<file path="src/rtl/decode_stage.sv">
// RV32I decode stage: turns a fetched instruction + PC into the execute control word.
// Latency: 1 cycle from input handshake to out_valid; throughput 1/cycle while out_ready is high.
// Backpressure: stalls hold the output word stable; in_ready = !out_valid || out_ready by default,
//   or a registered "skid entry empty" when DECODE_SKID_BUFFER_EN is defined (2 entries held).
//
// Ports: clock/reset (sync, active-high), flush; in_valid/in_ready/instruction/pc from fetch;
//   out_valid/out_ready/pc_out/ALU_Control/branch_op/imm/rs1/rs2/rd/op_a_sel/op_b_sel/
//   reg_write/mem_read/mem_write/jump/illegal toward execute.
// Build option: DECODE_SKID_BUFFER_EN adds a second entry and cuts out_ready -> in_ready.

module decode_stage #(
  parameter int XLEN = 32
) (
  input  logic            clock,
  input  logic            reset,
  input  logic            flush,
  input  logic            in_valid,
  output logic            in_ready,
  input  logic [31:0]     instruction,
  input  logic [XLEN-1:0] pc,
  output logic            out_valid,
  input  logic            out_ready,
  output logic [XLEN-1:0] pc_out,
  output logic [5:0]      ALU_Control,
  output logic            branch_op,
  output logic [XLEN-1:0] imm,
  output logic [4:0]      rs1,
  output logic [4:0]      rs2,
  output logic [4:0]      rd,
  output logic [1:0]      op_a_sel,
  output logic            op_b_sel,
  output logic            reg_write,
  output logic            mem_read,
  output logic            mem_write,
  output logic            jump,
  output logic            illegal
);

  typedef struct packed {
    logic [XLEN-1:0] pc;
    logic [5:0]      alu_ctrl;
    logic            branch_op;
    logic [XLEN-1:0] imm;
    logic [4:0]      rs1;
    logic [4:0]      rs2;
    logic [4:0]      rd;
    logic [1:0]      op_a_sel;
    logic            op_b_sel;
    logic            reg_write;
    logic            mem_read;
    logic            mem_write;
    logic            jump;
    logic            illegal;
  } dec_t;

  localparam logic [6:0] OPC_LOAD   = 7'b0000011;
  localparam logic [6:0] OPC_OP_IMM = 7'b0010011;
  localparam logic [6:0] OPC_AUIPC  = 7'b0010111;
  localparam logic [6:0] OPC_STORE  = 7'b0100011;
  localparam logic [6:0] OPC_OP     = 7'b0110011;
  localparam logic [6:0] OPC_LUI    = 7'b0110111;
  localparam logic [6:0] OPC_BRANCH = 7'b1100011;
  localparam logic [6:0] OPC_JALR   = 7'b1100111;
  localparam logic [6:0] OPC_JAL    = 7'b1101111;

  // ALU block select, ALU_Control[4:3]
  localparam logic [1:0] BLK_ARITH = 2'b00;
  localparam logic [1:0] BLK_ALT   = 2'b01;
  localparam logic [1:0] BLK_BR    = 2'b10;
  localparam logic [1:0] BLK_JUMP  = 2'b11;

  logic [6:0]      opcode;
  logic [2:0]      funct3;
  logic [6:0]      funct7;
  logic [XLEN-1:0] imm_i, imm_s, imm_b, imm_u, imm_j, imm_sh;
  dec_t            dec;
  dec_t            out_q;
  logic            out_valid_q;
  logic            accept;

  assign opcode = instruction[6:0];
  assign funct3 = instruction[14:12];
  assign funct7 = instruction[31:25];

  assign imm_i  = {{20{instruction[31]}}, instruction[31:20]};
  assign imm_s  = {{20{instruction[31]}}, instruction[31:25], instruction[11:7]};
  assign imm_b  = {{19{instruction[31]}}, instruction[31], instruction[7],
                   instruction[30:25], instruction[11:8], 1'b0};
  assign imm_u  = {instruction[31:12], 12'b0};
  assign imm_j  = {{11{instruction[31]}}, instruction[31], instruction[19:12],
                   instruction[20], instruction[30:21], 1'b0};
  // Shift-immediates carry only the shift amount; funct7 bits are not part of the operand.
  assign imm_sh = {27'b0, instruction[24:20]};

  always_comb begin
    dec     = '0;
    dec.pc  = pc;
    dec.rs1 = instruction[19:15];
    dec.rs2 = instruction[24:20];
    dec.rd  = instruction[11:7];
    case (opcode)
      OPC_OP: begin
        dec.reg_write = 1'b1;
        if (funct7 == 7'b0000000)
          dec.alu_ctrl = {1'b0, BLK_ARITH, funct3};
        else if (funct7 == 7'b0100000 && (funct3 == 3'b000 || funct3 == 3'b101))
          dec.alu_ctrl = {1'b0, BLK_ALT, funct3};
        else
          dec.illegal = 1'b1;
      end
      OPC_OP_IMM: begin
        dec.reg_write = 1'b1;
        dec.op_b_sel  = 1'b1;
        dec.imm       = (funct3 == 3'b001 || funct3 == 3'b101) ? imm_sh : imm_i;
        // Only SRAI uses the alternate block; ADDI with bit 30 set stays plain ADD.
        dec.alu_ctrl  = (funct3 == 3'b101 && funct7[5]) ? {1'b0, BLK_ALT, funct3}
                                                        : {1'b0, BLK_ARITH, funct3};
      end
      OPC_BRANCH: begin
        dec.alu_ctrl  = {1'b0, BLK_BR, funct3};
        dec.branch_op = 1'b1;
        dec.imm       = imm_b;
      end
      OPC_JAL, OPC_JALR: begin
        // The ALU produces the link value PC+4; the target adder lives downstream.
        dec.alu_ctrl  = {1'b0, BLK_JUMP, 3'b000};
        dec.op_a_sel  = 2'b10;
        dec.jump      = 1'b1;
        dec.reg_write = 1'b1;
        dec.imm       = (opcode == OPC_JAL) ? imm_j : imm_i;
      end
      OPC_LUI: begin
        dec.op_a_sel  = 2'b11;
        dec.op_b_sel  = 1'b1;
        dec.reg_write = 1'b1;
        dec.imm       = imm_u;
      end
      OPC_AUIPC: begin
        dec.op_a_sel  = 2'b01;
        dec.op_b_sel  = 1'b1;
        dec.reg_write = 1'b1;
        dec.imm       = imm_u;
      end
      OPC_LOAD: begin
        dec.op_b_sel  = 1'b1;
        dec.mem_read  = 1'b1;
        dec.reg_write = 1'b1;
        dec.imm       = imm_i;
      end
      OPC_STORE: begin
        dec.op_b_sel  = 1'b1;
        dec.mem_write = 1'b1;
        dec.imm       = imm_s;
      end
      default: dec.illegal = 1'b1;
    endcase
    // Illegal words travel on as harmless bubbles: no state-changing control may survive.
    if (dec.illegal) begin
      dec.alu_ctrl  = '0;
      dec.imm       = '0;
      dec.op_a_sel  = '0;
      dec.op_b_sel  = 1'b0;
      dec.reg_write = 1'b0;
      dec.mem_read  = 1'b0;
      dec.mem_write = 1'b0;
      dec.jump      = 1'b0;
      dec.branch_op = 1'b0;
    end
  end

  assign accept = in_valid && in_ready;

`ifdef DECODE_SKID_BUFFER_EN
  dec_t skid_q;
  logic skid_valid_q;

  // Registered ready: a word can always land in out_q or, if that is stalled, in the skid slot.
  assign in_ready = !skid_valid_q;

  always_ff @(posedge clock) begin
    if (reset) begin
      out_valid_q  <= 1'b0;
      out_q        <= '0;
      skid_valid_q <= 1'b0;
      skid_q       <= '0;
    end else if (flush) begin
      out_valid_q  <= 1'b0;
      skid_valid_q <= 1'b0;
    end else if (!out_valid_q || out_ready) begin
      // Output slot frees up: the older skid word has precedence over a new arrival.
      // accept cannot be high while the skid slot is full.
      if (skid_valid_q) begin
        out_q        <= skid_q;
        out_valid_q  <= 1'b1;
        skid_valid_q <= 1'b0;
      end else if (accept) begin
        out_q       <= dec;
        out_valid_q <= 1'b1;
      end else begin
        out_valid_q <= 1'b0;
      end
    end else if (accept) begin
      skid_q       <= dec;
      skid_valid_q <= 1'b1;
    end
  end
`else
  assign in_ready = !out_valid_q || out_ready;

  always_ff @(posedge clock) begin
    if (reset) begin
      out_valid_q <= 1'b0;
      out_q       <= '0;
    end else if (flush) begin
      out_valid_q <= 1'b0;
    end else if (accept) begin
      out_q       <= dec;
      out_valid_q <= 1'b1;
    end else if (out_ready) begin
      out_valid_q <= 1'b0;
    end
  end
`endif

  assign out_valid   = out_valid_q;
  assign pc_out      = out_q.pc;
  assign ALU_Control = out_q.alu_ctrl;
  assign branch_op   = out_q.branch_op;
  assign imm         = out_q.imm;
  assign rs1         = out_q.rs1;
  assign rs2         = out_q.rs2;
  assign rd          = out_q.rd;
  assign op_a_sel    = out_q.op_a_sel;
  assign op_b_sel    = out_q.op_b_sel;
  assign reg_write   = out_q.reg_write;
  assign mem_read    = out_q.mem_read;
  assign mem_write   = out_q.mem_write;
  assign jump        = out_q.jump;
  assign illegal     = out_q.illegal;

endmodule

</file>
<file path="config.mk">
export PLATFORM = sky130hd
export DESIGN_NAME = decode_stage
export DESIGN_NICKNAME = d
export VERILOG_FILES = /design/src/rtl/decode_stage.sv
export SDC_FILE = /design/constraint.sdc
export NUM_CORES = 1
export LEC_CHECK = 0
export ABC_AREA = 1
export BUFFER_PORTS_ARGS = -buffer_cell sky130_fd_sc_hd__buf_2
export CORE_MARGIN = 1
export CORE_UTILIZATION = 44
export DETAILED_ROUTE_END_ITERATION = 8
export GPL_TIMING_DRIVEN = 0
export PLACE_DENSITY = 0.87
export SLEW_MARGIN = 25
export SYNTH_ARGS = -nofsm -noshare
export SYNTH_HDL_FRONTEND = slang
export SYNTH_SLANG_ARGS = --single-unit
</file>
<file path="constraint.sdc">
create_clock -name clock -period 1.17 [get_ports clock]
set_input_delay 0.234 -clock clock [delete_from_list [all_inputs] [get_ports clock]]
set_output_delay 0.234 -clock clock [all_outputs]
set_load 0.03 [all_outputs]
</file>
Word level (Yosys, flattened, before mapping)
Cells that the tools add are included.
- register bits: 95
- bits of input ports: 69
- output and inout bits: 96
- logic and storage cells: 66
- eq/ne operators: 12
- multiplexer cells: 21
- bitwise logic cells: 1
- reductions and logical operators: 17
- operators by type and width (operator ; count):
    32-bit one-hot mux with 6 select lines ; 1
    39-bit two-way mux ; 1
    32-bit two-way mux ; 1
    7-bit by 6-bit == test with 1-bit output (second input constant) ; 4
    6-bit one-hot mux with 4 select lines ; 1
    7-bit == test (second input constant) ; 3
    20-bit two-way mux ; 1
    7-bit by 5-bit == test with 1-bit output (second input constant) ; 2
    1-bit two-way mux ; 10
    4-bit two-way mux ; 2
    8-bit OR reduction ; 1
    7-bit by 2-bit == test with 1-bit output (second input constant) ; 1
    7-bit logical NOT ; 1
    7-bit two-way mux ; 1
    7-bit OR reduction ; 1
    6-bit two-way mux ; 1
    2-bit one-hot mux with 3 select lines ; 1
    2-bit OR reduction ; 3
    5-bit OR reduction ; 1
    3-bit by 1-bit == test with 1-bit output (second input constant) ; 1
    3-bit == test (second input constant) ; 1
    1-bit logical AND ; 3
    3-bit logical NOT ; 1
    1-bit logical OR ; 3
    other kinds (5) ; 5

Depth between registers and ports, before layout
Gate-level depths: netlist of the first run.
- depth in word-level cells: 7
- gate-level depth with buffers: 12
- depth with buffers taken out: 11

Least setup slack after synthesis of the first run
OpenSTA, ideal clock, no wires.
- path type: reg2reg
- from: register out_valid_q, in the netlist out_valid
- to: register out_q, in the netlist illegal
- setup time: 0.129 ns
- arrival: 1.486 ns
- data required time: 1.041 ns
- path slack: -0.445 ns
- stages on the path, launching flop included: 9
- path buffers: 2
- period minus slack after synthesis: 1.615 ns
- cell sequence: dfxtp_1 > inv_1 > nor2_1 > inv_1 > nand2_1 > inv_1 > buf_2 > buf_1 > a21oi_1
- word-level cells in the longest chain between the ends: 4
- RTL lines (item ; line ; text):
    start, declared ; 78 ; logic out_valid_q;
    start signal, assigned ; 212 ; out_valid_q <= 1'b0;
    start signal, assigned ; 215 ; out_valid_q <= 1'b0;
    start signal, assigned ; 218 ; out_valid_q <= 1'b1;
    1-bit logical NOT ; 208 ; assign in_ready = !out_valid_q || out_ready;
    1-bit logical OR ; 208 ;
    net in_ready ; 18 ; output logic in_ready,
    1-bit logical AND ; 171 ; assign accept = in_valid && in_ready;
    2-bit AND reduction (no source line) ; - ;
    end signal, assigned ; 213 ; out_q <= '0;
    end signal, assigned ; 217 ; out_q <= dec;
    end, declared ; 77 ; dec_t out_q;
The timed path passes the listed nets, and every way through them passes these cells.
A chain may end at the register's enable or synchronous reset.

Worst setup path in the final report of the first run
- from: register out_valid_q, in the netlist out_valid
- to: register out_q, in the netlist imm[23]
- word-level cells in the longest chain between the ends: 4
- RTL lines (item ; line):
    1-bit logical NOT ; 208
    1-bit logical OR ; 208
    1-bit logical AND ; 171
    2-bit AND reduction (no source line) ; -
Every way passes these cells.

==> results of run 1 <==
[what timing repair did]
action                                  4_1_cts  5_1_grt
resized for setup                            28      242
hold buffers                                  0        0
hold endpoints to repair                      0        0
endpoints found under the setup margin      100      147
buffers inserted                              0        3
pin swaps                                     1        7
cloned                                        0        4
[stage by stage]
step,setup WS [ns],instances,power [W],hold slack (ns),TNS (ns)
floorplan,-0.114,594,0.00414,0.303,-9.26
global placement,-0.408,864,0.00451,0.406,-21.25
detailed placement,-0.422,864,0.00452,0.407,-22.12
CTS,-0.0974,880,0.00656,0.0102,-5.21
global route,-0.192,887,0.00702,0.00349,-11.68
finish,-0.111,887,0.00675,0.0260,-4.68
[power groups by stage]
stage	Clock (W)	Sequential, W	Combinational, W
after CTS	0.00208	0.00338	0.00111
after global routing	0.00219	0.00342	0.00141
final	0.00203	0.00340	0.00132
after global placement	0	0.00344	0.00107
after detailed placement	0	0.00345	0.00107
after floorplan	0	0.00369	0.000442
[how the worst max path moves through the flow]
| stage | to | slack (ns) | depth (start not counted) |
|---|---|---|---|
| finish | imm[23] | -0.11 | 8 |
| global route | imm[23] | -0.19 | 8 |
| CTS | in_ready | -0.1 | 4 |
| detailed placement | ALU_Control[0] | -0.42 | 11 |
| global placement | ALU_Control[0] | -0.41 | 11 |
| floorplan | pc_out[11] | -0.11 | 8 |
[cells by family after synthesis]
kind of cell | Yosys count | synth area share
flip-flops | 94 | 0.458
AO/OA/AOI/OAI | 110 | 0.136
AND/OR/NAND/NOR | 324 | 0.338
other | 1 | 0.000912
buffers and inverters | 65 | 0.0675
[cell usage after synthesis, drive strengths merged]
cell type  instances  area, µm²
buf               18        101
o211ai             1       7.51
nand3             49        245
conb               1       3.75
inv               25       93.8
a211oi             1       7.51
nand4              9       56.3
nor2             116        480
nand3b             2       15.0
a21oi             45        225
clkbuf            22       82.6
o21ai             61        305
a31oi              1       6.26
dfxtp             94       1880
nand2            146        583
nor3               2       10.0
o31ai              1       7.51
[layer usage]
metal | GRT usage | part of all wire
met1 | 0.319 | 0.43
met2 | 0.421 | 0.47
met3 | 0.0518 | 0.076
met4 | 0.0896 | 0.022
met5 | 0 | 0
[state kept, by name, summed over array words and instances, names as in the netlist]
name / cells
rs1: 5
illegal: 1
out_valid: 1
reg_write: 1
branch_op: 1
mem_read: 1
pc_out: 32
ALU_Control: 5
mem_write: 1
op_a_sel: 2
imm: 32
rd: 5
jump: 1
op_b_sel: 1
rs2: 5
[critical path: stages, from the launching register on]
cell,delay (ns)
dfxtp_4,0.36
inv_2,0.04
nor2_4,0.07
inv_2,0.06
nand2_4,0.11
buf_12,0.16
clkbuf_8,0.18
nand2_1,0.07
a21oi_1,0.16
[layout make-up]
type                            count  area (µm²)
Timing Repair Buffer              169        1110
Clock buffer                        9         124
Tap cell                          108         135
Fill cell                         742        2910
Multi-Input combinational cell    435        2180
Buffer                             40         380
Sequential cell                    94        1910
Inverter                           25        98.8
Clock inverter                      7        55.1
==> results.env, run 1 <==
STATUS='finished with violations'
VIOLATED_CHECKS='setup timing'
REG2REG_DEPTH=8
DESIGN.DIE.AREA_UM2=9740
HOLDPATHSTAGES=2
WORST-PATH-MAX-FANOUT=10
CP.ARRIVAL_NS=1.57
FINAL.PERIOD_UTILIZATION=1.10
SYNTH_WARNINGS=0
WORSTSETUPSTARTPOINTTYPE='flop'
SYN_TO_FINAL_GROWTH_PCT=45.5
POWER.SWITCHING_FRACTION=0.312
TIMING_MAX_TRANSITION_VIOLATIONS_FINAL=0
FLOORPLAN.IO_PINS=165
GRT_PASS1_VIAS=3975
TIMING.CRITICAL_PATH.TO_TYPE='flop'
R2R_END='imm[23]'
POWER_PER_CELL_AREA_nW_PER_UM2=1130
WORST_SETUP_HOLD_PATH_CLK_SLEW_NS=0.09
SETUP_VIOL=94
SETUP_CP_TYPE='reg2reg'
WORST_HOLD_ENDPOINT='out_valid'
CRIT_PATH_START='out_valid'
CLOCK_TREE_FROM_TRITONCTS='done'
HP-START='flush'
P_COMB_FRAC=0.195
STARTING_DENSITY=0.463
WORSTREG2REGSTART='out_valid'
DESIGN.FINAL.NETS=843
NUMBER_OF_VIAS_PER_CELL=5.24
NUM_VIAS=4648
ITERATION_0_DRC_COUNT_OF_THE_DETAILED_ROUTER=311
SYNTHDISTINCTLIBCELLS=27
TRACK_USAGE=0.251
CTS-ROOT-TO-SINK-BUFFERS=2
P_CLK_FRAC=0.301
POST_SYNTH_INSTANCE_AREA_UM2=4110
WORST-SLEW-PIN-TRANSITION_NS=0.692
SYNTH_AREA_PER_CELL_UM2=6.92
REGTOREGSETUPSLACK_NS=-0.11
CLOCK_INSERTION_DELAY_WORST_SKEW_NS=0.37
WL_PER_CELL_UM=14.6
GRT_SETUP_UNREPAIRED='true'
GLOBAL_ROUTE.OVERFLOW_TOTAL=0
ANTENNADIODECOUNT=0
SYNTH.YOSYS.SEQ_AREA_SHARE=0.458
STATIC-LEAKAGE-POWER_nW=2.83
DRIVE_GT1_FRAC=0.403
INTERNAL-POWER_W=0.00464
CTS-HTREE-LEVELS=3
CAP_VIOLATIONS=0
DIE_W_UM=98.7
LAYOUT_COMMON_CELLS='nand2_1, buf_2, nor2_1'
WORST_CLOCK_SKEW_NS=0.00743
GLOBAL_ROUTE_WIRE_LENGTH_BEFORE_REPAIR_UM=19200
STD_CELL_ROWS=34
CLOCKROOTBUFFER='clkbuf_8'
MIN_PERIOD_NS=1.28
POSTLAYOUTCELLAREA_UM2=5980
POSTROUTEWIRELENGTH_UM=13000
PLACEMENT.IO_BUFFERS=162
SYN_INST=594
DIE_HEIGHT_UM=98.7
TIMING.FMAX_GHz=0.780
SLEW-LIMIT-HEADROOM=0.539
VDD.IR_DROP.WORST_uV=666
SYNTH_NETS=663
CORE-AREA_UM2=8890
PLACEMENT.CELL_AREA_UM2=5170
COMMONEST_NON_FILL_NON_TAP_CELL_IN_THE_LAYOUT='nand2_1'
WORST_HOLD_PATH_TYPE='in2reg'
UTILIZATION=0.673
PRE_ANTENNA_DRT_ITERS=6
SETUP_WS_NS=-0.111
LARGEST_NET_DEGREE_AT_THE_START_OF_GLOBAL_ROUTING=18
SEQ_POWER_SHARE=0.504
INITIAL_ANTENNA_VIOLATION_COUNT=0
NET-SWITCHING-POWER_W=0.00211
CTS_BUFFERS=9
DRTANTENNAVIOLNETS=0
PLACE_HPWL_UM=9200
CRITPATHREQUIREDTIME_NS=1.46
CLOCK-SINKS=94
POSTSYNTHREGISTERBITS=94
REMAINING_DRC_ERRORS=0
FINALHOLDVIOLCOUNT=0
FINALWEIGHTEDCONGESTION=0.973
Note: power is estimated with default switching activity, not from simulation.
==> run 2: changes to the inputs <==
ABC_AREA = unset   (was 1)
CORE_UTILIZATION = 42   (was 44)
PLACE_DENSITY = 0.85   (was 0.87)
==> run 2 against run 1 <==
Against the previous run:
- the run still ends with setup timing left
- flip-flop and latch count unchanged
- clock power up 13%
- core utilization rose by 15 points
- combinational power increased by 20%
- sequential share of layout area is 4.8 points lower
- routed wire length up 32%
- worst setup slack worse by 0.38 ns
- area after synthesis fell by 8.8%
- critical endpoint is now reg_write
==> results.env, run 2 <==
FINAL.PERIOD_UTILIZATION=1.42
R2R_END='reg_write'
PATH_BUF_INV=1
WORSTREG2REGSTART='out_valid'
CTS-HTREE-LEVELS=3
PRE_ANTENNA_DRT_ITERS=4
COMMONEST_NON_FILL_NON_TAP_CELL_IN_THE_LAYOUT='buf_4'
SETUP_CP_TYPE='in2reg'
UTILIZATION=0.824
SYN_TO_FINAL_GROWTH_PCT=90.6
FINALWEIGHTEDCONGESTION=0.859
SYNTHFLOPTYPE='dfxtp_1'
SYNTH_NETS=512
TOTAL_POWER_W=0.00729
GLOBAL_ROUTE.OVERFLOW_TOTAL=0
CPPEAKSTAGEDELAY_NS=0.56
VDD.IR_DROP.WORST_uV=754
LARGEST_NET_DEGREE_AT_THE_START_OF_GLOBAL_ROUTING=16
SYNTHDISTINCTLIBCELLS=44
POST_SYNTH_EDFFS=0
FLOORPLAN.IO_PINS=165
SYNTH.YOSYS.SEQ_AREA_SHARE=0.502
CRITPATHREQUIREDTIME_NS=1.45
POST_SYNTH_INSTANCE_AREA_UM2=3750
ANTENNADIODECOUNT=0
WORSTSETUPSTARTPOINTTYPE='primary input'
POSTSYNTHREGISTERBITS=94
SYNTH_WARNINGS=0
STARTING_DENSITY=0.432
SYN_INST=443
TRACK_USAGE=0.296
SLOWEST_CELL_ON_THE_CRITICAL_PATH='or4b_4'
CRIT_PATH_START='instruction[28]'
CORE-AREA_UM2=8680
CLOCK_TREE_FROM_TRITONCTS='done'
SETUP_WS_NS=-0.490
ITERATION_0_DRC_COUNT_OF_THE_DETAILED_ROUTER=247
FINALHOLDVIOLCOUNT=0
NUMBER_OF_VIAS_PER_CELL=5.85
YOSYS.AREA.TOP_TYPE_SHARE=0.502
LAYOUT_COMMON_CELLS='buf_4, buf_2, dfxtp_1'
GLOBAL_ROUTE_WIRE_LENGTH_BEFORE_REPAIR_UM=20900
PLACE_HPWL_UM=8690
POSTROUTEWIRELENGTH_UM=17100
SYNTH_AREA_PER_CELL_UM2=8.47
HP-START='pc[9]'
WORST_CLOCK_SKEW_NS=0.0172
WORST_SETUP_HOLD_PATH_CLK_SLEW_NS=0.10
TIMING_MAX_TRANSITION_VIOLATIONS_FINAL=0
CLOCK_INSERTION_DELAY_WORST_SKEW_NS=0.36
WORST-SLEW-PIN-TRANSITION_NS=0.724
HOLDPATHSTAGES=3
DESIGN.DIE.AREA_UM2=9320
REG2REG_DEPTH=5
TIMING.FMAX_GHz=0.603
DRTANTENNAVIOLNETS=0
CLOCKROOTBUFFER='clkbuf_8'
DIE_HEIGHT_UM=96.5
PLACEMENT.IO_BUFFERS=158
YOSYS-TOP-CELLS-AREA='dfxtp_1, nand2_1, a21oi_1'
CRITICAL_PATH.CELL_CHAIN='buf_6, or4b_4, nor4_4, a2111oi_4, or4_1, a21oi_1'
SYNTHTOPCELLSBYCOUNT='nand2_1, dfxtp_1, a21oi_1'
VIOLATED_CHECKS='setup timing'
NUM_VIAS=4543
CTS-ROOT-TO-SINK-BUFFERS=2
WORST_HOLD_ENDPOINT='pc_out[9]'
INITIAL_ANTENNA_VIOLATION_COUNT=0
CTS_BUFFERS=9
CRIT_FAMILY='simple AND/OR/NAND/NOR gates'
REGTOREGSETUPSLACK_NS=-0.46
DESIGN.FINAL.NETS=732
DIE_W_UM=96.5
DRIVE_GT1_FRAC=0.723
TIMING.CRITICAL_PATH.TO_TYPE='flop'
FILLERINSTANCES=429
WL_PER_CELL_UM=22.0
TOTAL_AREA_OF_MULTI_INPUT_COMBINATIONAL_CELLS_UM2=2770
MIN_PERIOD_NS=1.66
YOSYS.CELL_COUNT.TOP_TYPE='nand2_1'
CAP_VIOLATIONS=0
POWER_PER_CELL_AREA_nW_PER_UM2=1020
REGAREA_UM2=1930
STD_CELL_ROWS=34
WORST-PATH-MAX-FANOUT=2
GRT_PASS1_VIAS=4082
STATIC-LEAKAGE-POWER_nW=3.05
POST-SYNTH-TOP-AREA-CELL='dfxtp_1'
CLOCK-SINKS=94
REMAINING_DRC_ERRORS=0
CP.ARRIVAL_NS=1.94
SLEW-LIMIT-HEADROOM=0.517
GRT_SETUP_UNREPAIRED='true'
STATUS='finished with violations'
SETUP_VIOL=99
WORST_HOLD_PATH_TYPE='in2reg'
SYNTHARSTFLOPSHARE=0
-- run 2: power by group --
part           switching, W  total (W)  internal, W  leakage (nW)
combinational      0.000914    0.00159     0.000678          2.17
clock               0.00119    0.00230      0.00112        0.0992
sequential        0.0000923    0.00339      0.00330         0.782
-- run 2: repair_timing --
item,CTS,global route
buffers inserted,31,8
hold buffers,0,0
setup endpoints to repair,97,158
gates resized for setup,260,216
pin swaps,101,61
gates cloned,15,1
-- run 2: cell families (layout without fill, tap and decap cells) --
family	count (synthesis)	in the layout	share of synthesized area
AO/OA/AOI/OAI	134	134	0.240
AND/OR/NAND/NOR	172	172	0.208
flip-flops	94	94	0.501
other	1	1	0.000999
XOR/XNOR	1	1	0.00233
buffers and inverters	41	266	0.0477
-- run 2: final cells by class --
class / instances / area share
inverter: 5 / 0.00262
tap: 108 / 0.0189
sequential: 94 / 0.271
clock buffer: 12 / 0.0217
timing repair buffer: 212 / 0.231
clock inverter: 4 / 0.00752
buffer: 33 / 0.0607
multi-input combinational: 308 / 0.387
-- run 2: stage by stage --
step	std cells	hold WS [ns]	cell area, µm²	setup slack [ns]	setup TNS (ns)
after floorplan	443	0.360	3990	-0.595	-20.03
after global placement	709	0.439	4920	-0.861	-43.06
after detailed placement	709	0.441	4920	-0.895	-46.88
after CTS	769	0.0948	6550	-0.402	-14.67
after global routing	776	0.108	7150	-0.530	-27.45
final	776	0.113	7150	-0.490	-25.53
-- run 2: routing by layer --
layer	share of wire	global-route usage	up-vias
met3	0.068	0.0532	63
met2	0.51	0.540	238
li1	-	-	1998
met1	0.38	0.341	2244
met5	0	0	-
met4	0.039	0.113	0
-- run 2: how the worst max path moves through the flow --
stage / to / depth (start not counted)
floorplan: reg_write / 6
global placement: reg_write / 6
detailed placement: imm[13] / 6
CTS: reg_write / 6
global route: reg_write / 6
finish: reg_write / 6
-- run 2: tightest hold or removal path: cells and delay by family --
kind	cells	cell delay [ns]
buffers and inverters	1	0.11
AND/OR/NAND/NOR	1	0.06
AO/OA/AOI/OAI	1	0.04
==> run 3: changes to the inputs <==
CORE_UTILIZATION = 44   (was 42)
CTS_BUF_LIST = sky130_fd_sc_hd__clkbuf_4 sky130_fd_sc_hd__clkbuf_8   (was unset)
PLACE_DENSITY = 0.88   (was 0.85)
==> run 3 against run 2 <==
Against the previous run:
- critical path depth stayed put
- non-clock buffer count is 7 higher
- final cell count is 0.52% higher
- register-to-register slack worse by 0.08 ns
- global-route usage is 3.5 points higher
- first-iteration DRC count is 61% higher
- core utilization is 6.8 points higher
- via count is 10% higher
- total power is 1.0% lower
- highest routed layer unchanged
- flip-flop and latch count stayed put
- the flow still finishes with violations (setup timing)
==> results.env, run 3 (synthesized netlist as in run 2, its figures left out) <==
GLOBAL_ROUTE.OVERFLOW_TOTAL=0
DRIVE_GT1_FRAC=0.745
FINAL.PERIOD_UTILIZATION=1.53
TOTAL_POWER_W=0.00721
FINALWEIGHTEDCONGESTION=0.912
FILLERINSTANCES=290
NUMBER_OF_VIAS_PER_CELL=6.42
STD_CELL_ROWS=33
DIE_W_UM=94.3
PLACE_HPWL_UM=8530
TIMING.CRITICAL_PATH.TO_TYPE='flop'
FIN_WORST_HOLD_SLACK_NS=0.103
TIMING_MAX_TRANSITION_VIOLATIONS_FINAL=0
CORE-AREA_UM2=8220
SETUP_WS_NS=-0.615
WORSTSETUPSTARTPOINTTYPE='primary input'
PRE_ANTENNA_DRT_ITERS=6
CTS-ROOT-TO-SINK-BUFFERS=2
WL_PER_CELL_UM=26.3
WORST_HOLD_PATH_TYPE='in2reg'
LARGEST_NET_DEGREE_AT_THE_START_OF_GLOBAL_ROUTING=16
LAYOUT_COMMON_CELLS='buf_4, buf_2, a21oi_2, dfxtp_2, nand2_4'
WORST_CLOCK_SKEW_NS=0.0121
GRT_PASS1_VIAS=4437
MIN_PERIOD_NS=1.79
STATUS='finished with violations'
FINALSETUPTNS_NS=-26.18
GRT_SETUP_UNREPAIRED='true'
CLOCK-SINKS=94
DRTANTENNAVIOLNETS=0
REMAINING_DRC_ERRORS=0
ITERATION_0_DRC_COUNT_OF_THE_DETAILED_ROUTER=398
STARTING_DENSITY=0.457
VIOLATED_CHECKS='setup timing'
NUM_VIAS=5007
CRITPATHREQUIREDTIME_NS=1.45
DESIGN.DIE.AREA_UM2=8900
SETUP_CP_TYPE='in2reg'
CTS_BUFFERS=9
TRACK_USAGE=0.331
DIE_HEIGHT_UM=94.3
TIMING.FMAX_GHz=0.560
WORST-PATH-MAX-FANOUT=2
STATIC-LEAKAGE-POWER_nW=3.09
COMMONEST_NON_FILL_NON_TAP_CELL_IN_THE_LAYOUT='buf_4'
CLOCKROOTBUFFER='clkbuf_8'
CAP_VIOLATIONS=0
CLOCK_TREE_FROM_TRITONCTS='done'
VDD.IR_DROP.WORST_uV=722
SLEW-LIMIT-HEADROOM=0.504
PLACE_WS_NS=-0.857
CTS-HTREE-LEVELS=3
POWER_PER_CELL_AREA_nW_PER_UM2=984
PLACEMENT.IO_BUFFERS=158
INITIAL_ANTENNA_VIOLATION_COUNT=1
CP.ARRIVAL_NS=2.06
WORST-SLEW-PIN-TRANSITION_NS=0.745
DESIGN.FINAL.NETS=739
POSTCTSHOLDBUFS=0
WORST_SETUP_HOLD_PATH_CLK_SLEW_NS=0.10
SYN_TO_FINAL_GROWTH_PCT=95.3
GLOBAL_ROUTE_WIRE_LENGTH_BEFORE_REPAIR_UM=22500
ANTENNADIODECOUNT=0
FINALHOLDVIOLCOUNT=0
PLACE.DETAILED.INSTANCES=706
SETUP_VIOL=114
FLOORPLAN.IO_PINS=165
POSTROUTEWIRELENGTH_UM=20500
STDCELL_COUNT=780
CLOCK_INSERTION_DELAY_WORST_SKEW_NS=0.37
==> run 3: cell types whose count changed in the layout (fill, tap and decap cells not counted), moves of 3 or more <==
cell and delta:
clkbuf_4 +10, dfxtp_1 -9, dfxtp_2 +9, buf_8 -4
clkbuf_16 +4, nand2_2 -4, nand2_4 +4, nand3_2 -4
o2bb2ai_2 -4, o2bb2ai_4 +4, buf_4 -3, nand3_4 +3
==> run 3: worst paths after layout <==
| kind | cells after the start | to | start | slack, ns |
|---|---|---|---|---|
| worst min register to register | 1 | imm[0] | imm[0] | 0.46 |
| worst max register to register | 8 | pc_out[13] | out_valid | -0.54 |
| worst max-delay path | 6 | reg_write | instruction[28] | -0.62 |
| worst min-delay path | 3 | pc_out[10] | pc[10] | 0.10 |
==> run 3: worst max-delay path, stage by stage <==
cell,delay [ns]
buf_8,0.10
or4b_4,0.57
nor4_4,0.26
a2111oi_4,0.14
or4_1,0.55
a21oi_1,0.21
==> run 3: routing by layer <==
| layer | share of wire | GRT usage |
|---|---|---|
| met5 | 0 | 0 |
| met4 | 0.087 | 0.197 |
| met3 | 0.10 | 0.0789 |
| met2 | 0.47 | 0.567 |
| met1 | 0.34 | 0.372 |
==> run 3: where the power goes <==
group	total (W)	switching (W)	internal (W)
Sequential	0.00340	0.0000983	0.00330
Combinational	0.00168	0.000978	0.000703
Clock	0.00213	0.00121	0.000919
Total	0.00721	0.00229	0.00492
==> run 3: cell type report <==
cell class | count | area (µm²) | area share
Buffer | 35 | 488 | 0.0666
Clock buffer | 12 | 159 | 0.0217
Clock inverter | 4 | 31.3 | 0.00427
Inverter | 5 | 18.8 | 0.00256
Multi-Input combinational cell | 308 | 2860 | 0.390
Sequential cell | 94 | 1950 | 0.265
Tap cell | 105 | 131 | 0.0179
Timing Repair Buffer | 217 | 1700 | 0.232
==> run 3: stage by stage <==
step / area, µm² / utilization
floorplan: 3990 / -
global placement: 4910 / 0.598
detailed placement: 4910 / 0.598
CTS: 6560 / 0.799
global route: 7330 / 0.892
finish: 7330 / 0.892
==> run 3: timing repair <==
item / CTS / global route
setup buffers: 33 / 13
resized for setup: 247 / 247
endpoints found under the setup margin: 94 / 161
cloned: 13 / 2
pin swaps: 114 / 52
